--- src/rtl/imm_gen_pipe.sv ---
// imm_gen_pipe: pipelined RV32I/RV64I immediate generator with a two-entry skid buffer.
// Rev 1.0
`default_nettype none

module imm_gen_pipe #(
  parameter int XLEN        = 32,
  parameter bit AUTO_DECODE = 1'b0,
  parameter int CNT_W       = 16
) (
  input  logic             clk_i,
  input  logic             rst_ni,
  input  logic             in_valid_i,
  output logic             in_ready_o,
  input  logic [31:0]      instr_i,
  input  logic [2:0]       ImmSrc_i,
  output logic             out_valid_o,
  input  logic             out_ready_i,
  output logic [XLEN-1:0]  ImmOp_o,
  output logic [2:0]       imm_type_o,
  output logic             illegal_o,
  output logic [CNT_W-1:0] illegal_cnt_o
);

  localparam logic [2:0] T_I   = 3'd0;
  localparam logic [2:0] T_S   = 3'd1;
  localparam logic [2:0] T_B   = 3'd2;
  localparam logic [2:0] T_J   = 3'd3;
  localparam logic [2:0] T_U   = 3'd4;
  localparam logic [2:0] T_Z   = 3'd5;
  localparam logic [2:0] T_SH  = 3'd6;
  localparam logic [2:0] T_BAD = 3'd7;

  logic [6:0]      opc;
  logic [2:0]      f3;
  logic [2:0]      dec_type;
  logic [2:0]      sel_type;
  logic [XLEN-1:0] shamt;
  logic [XLEN-1:0] imm;
  logic            new_ill;

  assign opc = instr_i[6:0];
  assign f3  = instr_i[14:12];

  always_comb begin
    dec_type = T_BAD;
    case (opc)
      7'b0000011, 7'b1100111: dec_type = T_I;
      7'b0010011:             dec_type = (f3 == 3'b001 || f3 == 3'b101) ? T_SH : T_I;
      7'b0011011: begin
        // The W-form shift/arith opcode only exists on RV64.
        if (XLEN == 64) dec_type = (f3 == 3'b001 || f3 == 3'b101) ? T_SH : T_I;
        else            dec_type = T_BAD;
      end
      7'b0100011:             dec_type = T_S;
      7'b1100011:             dec_type = T_B;
      7'b1101111:             dec_type = T_J;
      7'b0110111, 7'b0010111: dec_type = T_U;
      7'b1110011:             dec_type = f3[2] ? T_Z : T_I;
      default:                dec_type = T_BAD;
    endcase
  end

  assign sel_type = AUTO_DECODE ? dec_type : ImmSrc_i;
  assign new_ill  = (sel_type == T_BAD);

  generate
    if (XLEN == 64) begin : g_shamt64
      assign shamt = {{(XLEN-6){1'b0}}, instr_i[25:20]};
    end else begin : g_shamt32
      assign shamt = {{(XLEN-5){1'b0}}, instr_i[24:20]};
    end
  endgenerate

  always_comb begin
    imm = '0;
    case (sel_type)
      T_I:  imm = {{(XLEN-11){instr_i[31]}}, instr_i[30:20]};
      T_S:  imm = {{(XLEN-11){instr_i[31]}}, instr_i[30:25], instr_i[11:7]};
      T_B:  imm = {{(XLEN-12){instr_i[31]}}, instr_i[7], instr_i[30:25], instr_i[11:8], 1'b0};
      T_J:  imm = {{(XLEN-20){instr_i[31]}}, instr_i[19:12], instr_i[20], instr_i[30:21], 1'b0};
      T_U:  imm = {{(XLEN-31){instr_i[31]}}, instr_i[30:12], 12'b0};
      T_Z:  imm = {{(XLEN-5){1'b0}}, instr_i[19:15]};
      T_SH: imm = shamt;
      default: imm = '0;
    endcase
  end

  logic [XLEN-1:0]  out_imm, skid_imm;
  logic [2:0]       out_type, skid_type;
  logic             out_ill, skid_ill;
  logic             out_vld, skid_vld;
  logic [CNT_W-1:0] ill_cnt;
  logic             accept;
  logic             drain;

  // Ready depends only on skid occupancy, so it never combinationally follows out_ready_i.
  assign in_ready_o = !skid_vld;
  assign accept     = in_valid_i && !skid_vld;
  assign drain      = out_vld && out_ready_i;

  always_ff @(posedge clk_i or negedge rst_ni) begin
    if (!rst_ni) begin
      out_imm   <= '0;
      out_type  <= '0;
      out_ill   <= 1'b0;
      out_vld   <= 1'b0;
      skid_imm  <= '0;
      skid_type <= '0;
      skid_ill  <= 1'b0;
      skid_vld  <= 1'b0;
    end else if (skid_vld) begin
      if (drain) begin
        out_imm  <= skid_imm;
        out_type <= skid_type;
        out_ill  <= skid_ill;
        skid_vld <= 1'b0;
      end
    end else if (accept) begin
      if (!out_vld || drain) begin
        out_imm  <= imm;
        out_type <= sel_type;
        out_ill  <= new_ill;
        out_vld  <= 1'b1;
      end else begin
        skid_imm  <= imm;
        skid_type <= sel_type;
        skid_ill  <= new_ill;
        skid_vld  <= 1'b1;
      end
    end else if (drain) begin
      out_vld <= 1'b0;
    end
  end

  always_ff @(posedge clk_i or negedge rst_ni) begin
    if (!rst_ni) begin
      ill_cnt <= '0;
    end else if (accept && new_ill && (ill_cnt != {CNT_W{1'b1}})) begin
      ill_cnt <= ill_cnt + 1'b1;
    end
  end

  assign out_valid_o   = out_vld;
  assign ImmOp_o       = out_imm;
  assign imm_type_o    = out_type;
  assign illegal_o     = out_ill;
  assign illegal_cnt_o = ill_cnt;

endmodule

`default_nettype wire
--- config.mk ---
export PLATFORM = sky130hd
export DESIGN_NAME = imm_gen_pipe
export DESIGN_NICKNAME = d
export VERILOG_FILES = /design/src/rtl/imm_gen_pipe.sv
export SDC_FILE = /design/constraint.sdc
export NUM_CORES = 1
export LEC_CHECK = 0
export ABC_CLOCK_PERIOD_IN_PS = 3400
export CAP_MARGIN = 20
export CORE_AREA = 2 2 94 96
export DETAILED_ROUTE_END_ITERATION = 8
export DIE_AREA = 0 0 96 98
export HOLD_SLACK_MARGIN = 0.06
export PLACE_DENSITY = 0.87
export RECOVER_POWER = 50
export SLEW_MARGIN = 30
export SYNTH_ARGS = -nofsm -noshare
export SYNTH_HDL_FRONTEND = slang
export SYNTH_SLANG_ARGS = --single-unit
--- constraint.sdc ---
create_clock -name clk_i -period 3.4 [get_ports clk_i]
set_input_delay 0.68 -clock clk_i [delete_from_list [all_inputs] [get_ports clk_i]]
set_output_delay 0.68 -clock clk_i [all_outputs]
set_load 0.05 [all_outputs]
### After elaboration in Yosys (flattened, before gate mapping)

Index checks and enable logic that the tools add are counted.

* register bits after elaboration: 90
* output and inout bits: 54
* word-level logic and storage cells: 56

* add/sub/neg operators: 1
* equality and inequality tests: 10
* muxes and demuxes: 20
* bitwise logic cells: 2
* reductions and logical operators: 14

Operators by type and width (number)
* 32-bit one-hot mux with 7 select lines: 1
* 32-bit 2-to-1 mux: 4
* 16-bit by 1-bit adder with 16-bit output (second input constant): 1
* 16-bit != test (second input constant): 1
* 3-bit equality test (second input constant): 4
* 3-bit 2-to-1 mux: 4
* 1-bit 2-to-1 mux: 11
* 3-bit AND reduction: 3
* 3-bit by 2-bit equality test with 1-bit output (second input constant): 2
* 2-bit nonzero test: 3
* 1-bit logical AND: 4
* 2-bit by 1-bit != test with 1-bit output (second input constant): 2
* 3-bit by 1-bit equality test with 1-bit output (second input constant): 1
* 3-bit zero test: 1
* 1-bit zero test: 2
* 1-bit inverter: 2
* 1-bit logical OR: 1

### Longest topological paths before layout

* word-level depth: 5
* gate-level depth with buffers: 7
* mapped depth without buffers: 5

### Worst setup path after synthesis

Ideal clock, no wire load.

* kind: reg2reg
* start: register ill_cnt[0] (netlist: illegal_cnt_o[0])
* end: register ill_cnt[1] (netlist: illegal_cnt_o[1])
* setup time: 125 ps
* arrival time: 1878 ps
* data required time: 3275 ps
* path slack: 1397 ps
* stages on the path, launching flop included: 6
* buffers on the path: 0
* clock period less this slack: 2003 ps
* cells stage by stage: dfrtp_1 > ha_1 > nand3_2 > nor3_1 > a21boi_2 > mux2_4

* word-level cells in the longest chain between the ends: 2
* elaborated cells on any way between the ends: 3
* classes of those cells: add/sub: 1; eq/ne: 1; reduce/logical: 1

Ends and longest elaborated chain
* start: declaration: line 92 `logic [CNT_W-1:0] ill_cnt;`
* start signal: assignment: line 139 `ill_cnt <= ill_cnt + 1'b1;`
* parallel branches: the longest is 2 deep, another holds 16-bit by 1-bit adder with 16-bit output

Several ways; the timed one is not identified.
A chain may end at the register's enable or synchronous reset.

### Final worst setup path

* start: register skid_vld
* end: register skid_imm[25]

* word-level cells in the longest chain between the ends: 3
* elaborated cells on any way between the ends: 4
* classes of those cells: bitwise: 1; reduce/logical: 3

Ends and longest elaborated chain
* start: declaration: line 91 `logic out_vld, skid_vld;`
* start signal: assignment: line 110 `skid_vld <= 1'b0;`
* start signal: assignment: line 116 `skid_vld <= 1'b0;`
* start signal: assignment: line 128 `skid_vld <= 1'b1;`
* 1-bit zero test: line 98 `assign accept = in_valid_i && !skid_vld;`
* 1-bit logical AND: line 98
* 3-bit AND reduction (no source line) *
* end signal: assignment: line 125 `skid_imm <= imm;`
* end: declaration: line 88 `logic [XLEN-1:0] out_imm, skid_imm;`

Mark *: on every way between the ends. The rest lies on a longest branch, timed or not.

==> qor.csv <==
metric,value,unit
Int Power,2.62,mW
most frequent cells in the layout,"dfrtp_1, nand2_1, clkdlybuf4s50_1, o21ai_0, a21oi_1",
crit-path cells,clkbuf_2 -> nor2b_1 -> nand2_2 -> clkbuf_2 -> o21ai_0,
Residual DRC,0,
CTS Root Cell,clkbuf_8,
register area share after synthesis,0.502,
Synth Area per Inst,9.44,um2
Yosys reg bits,90,
CP peak stage delay,850,ps
Routed Antenna Nets,0,
Seq. cell area,2250,um2
area occupied by multi-input gates,2040,um2
Mapped Nets,515,
CTS clock-pin slew for the worst setup and hold paths,90,ps
Pre-Repair DR Iteration Count,5,
core box area,8470,um2
violated checks,"capacitance limit, slew limit",
switching share of power,0.454,
Slew Limit Fails,91,
Setup-failing EPs final,0,
hold crit path type,reg -> reg,
DRT iter0 DRCs,289,
Max Root-Sink Buffers,2,
Synth cell types,50,
first-pass GRT wire length,18000,um
I/O Buffers,85,
Die ar.,9410,um2
"most common cell after layout, fill and taps aside",dfrtp_1,
Die Y,98,um
Setup Buffers After CTS,0,
leakage power figure,2.38,nW
initial antenna violation count,0,
max-cap viol count,1,
pin count of the biggest net entering global routing,91,
worst hold stages,2,
startpoint types,flip-flop,
worst skew pair latency,370,ps
grt ovf,0,
Max Fanout on Critical Path,67,
Post-CTS Hold Buffers,0,
DR WL/cell,16.3,um
Routability Congestion,0.932,
Post-synth EDFFs,0,
Slowest cell on crit path,clkbuf_2,
Fill cells,644,
crit share post-route,0.810,
vias in the first global route,3737,
setup tns final,0,ps
WP depth,5,
ratio of cells with drive above 1 in the final layout,0.0951,
Highest Clock Rate,363,MHz
Worst Path Arrival,2940,ps
Tmin final,2750,ps
final net count,582,
DP Wirelength,7100,um
Design Power,4.79,mW
Setup CP Type,reg -> reg,
RSZ-0062 raised after global routing,no,
Worst-Margin Slew,2190,ps
final wirelength,10700,um
CP endpoint kind,flip-flop,
status,finished with violations,
I/O pin count,93,
CTS tree,built,
mapped cell area,4480,um2
routed vias/inst,5.87,
sequential fraction of design power,0.361,
"CP delay by family, top",buffers and inverters,
Initial Util,0.530,
combinational fraction of design power,0.468,
Area Overhead vs Synth,24.1,%
minimum hold slack,482,ps
htree depth,3,
CP bufs+invs,2,
pwr dens,861,nW/um2
synth warn,0,
Clk pwr share,0.171,
ant diodes,0,
gr usage total,0.242,
ys flop type,dfrtp_1,
"IR drop worst, VDD",0.518,mV
Net Sw Power,2.17,mW
fraction of registers with async set/reset,1.00,
via count,3845,
Sink Count,90,
row count,34,
TritonCTS Buffers,9,
CP most frequent cell,clkbuf_2,
die width,96,um
worst clock skew,14.7,ps
post-CTS sizing,0,
Critical Path RT,3580,ps
synthesized instance count,475,
max_slew headroom,-0.462,
r2r worst-path depth,5,
endpoints failing hold,0,
layer usage:
metal	GRT usage	wire [um]	up-vias
li1	-	-	1810
met4	0.0989	172	0
met5	0	0	-
met3	0.0293	530	18
met2	0.390	5360	147
met1	0.332	4630	1870
Yosys cell counts (2+ instances only):
cell type / n / area share
mux2i_1: 10 / 0.022
buf_2: 13 / 0.015
and2_1: 3 / 0.0042
a211oi_1: 12 / 0.020
o2111a_1: 2 / 0.0050
o211ai_1: 11 / 0.018
nand2b_1: 7 / 0.0098
and3_1: 2 / 0.0028
and2b_1: 3 / 0.0050
nor3_4: 2 / 0.0073
buf_1: 2 / 0.0017
o21ai_0: 57 / 0.064
dfrtp_1: 90 / 0.50
mux2_2: 7 / 0.018
o211ai_2: 4 / 0.011
nand2_1: 88 / 0.074
a21oi_1: 39 / 0.044
o21ai_1: 10 / 0.011
inv_1: 3 / 0.0025
buf_4: 3 / 0.0050
nor2b_1: 5 / 0.0070
nor3_1: 2 / 0.0022
nand4_1: 5 / 0.0070
o22a_1: 8 / 0.016
clkbuf_1: 18 / 0.015
xnor2_1: 6 / 0.012
nand3_1: 20 / 0.022
a22oi_1: 4 / 0.0067
xor2_1: 5 / 0.0098
nor2_1: 12 / 0.010
buf_6: 2 / 0.0050
a31oi_1: 2 / 0.0028
worst min-delay path: stages (launching register included):
cell,delay (ps)
dfrtp_1,350
nand2_1,40
o21ai_0,60
kinds of logic (layout without fill, tap and decap cells):
logic type | Yosys count | count (layout) | share of synthesized area
AND/OR/NAND/NOR | 159 | 159 | 0.171
buffers and inverters | 41 | 113 | 0.0438
adder cells (fa/ha/maj) | 1 | 1 | 0.00279
AO/OA/AOI/OAI | 154 | 154 | 0.209
XOR/XNOR | 12 | 12 | 0.0276
flip-flops | 90 | 90 | 0.502
multiplexers | 18 | 18 | 0.0432
power by group through the flow:
stage / registers [mW] / logic [mW] / clock network [mW]
CTS: 1.72 / 2.27 / 0.833
global route: 1.78 / 2.43 / 0.880
floorplan: 2.40 / 0.855 / 0
detailed placement: 1.74 / 2.26 / 0
global placement: 1.72 / 2.20 / 0
finish: 1.73 / 2.24 / 0.819
layout make-up:
cell class                 count  share of cell area
multi-input combinational    344               0.367
tap                          108              0.0243
timing repair buffer          94               0.162
clock buffer                   9              0.0223
clock inverter                 7              0.0178
inverter                       3             0.00202
sequential                    90               0.405
per-stage QoR:
stage	setup slack, ps	instance area (um2)	utilization	instances
after global placement	551	5360	0.633	639
final	645	5570	0.658	655
after CTS	860	5580	0.659	655
after global routing	336	5570	0.658	655
after floorplan	1400	4480	-	475
after detailed placement	468	5360	0.633	639
state kept, by name, indices dropped and copies added, names as in the netlist:
signal         count
skid_vld           1
imm_type_o         3
illegal_o          1
skid_type          3
out_valid_o        1
skid_ill           1
skid_imm          32
ImmOp_o           32
illegal_cnt_o     16
worst paths after layout:
check / startpoint / end / slack, ps
min: ImmOp_o[8] / ImmOp_o[8] / 480
max in group asynchronous: rst_ni / ImmOp_o[2] / 1160
min in group asynchronous: rst_ni / ImmOp_o[6] / 930
max reg2reg: skid_vld / skid_imm[25] / 650
min reg2reg: ImmOp_o[8] / ImmOp_o[8] / 480
max: skid_vld / skid_imm[25] / 650
(Power assumes the default switching activity.)
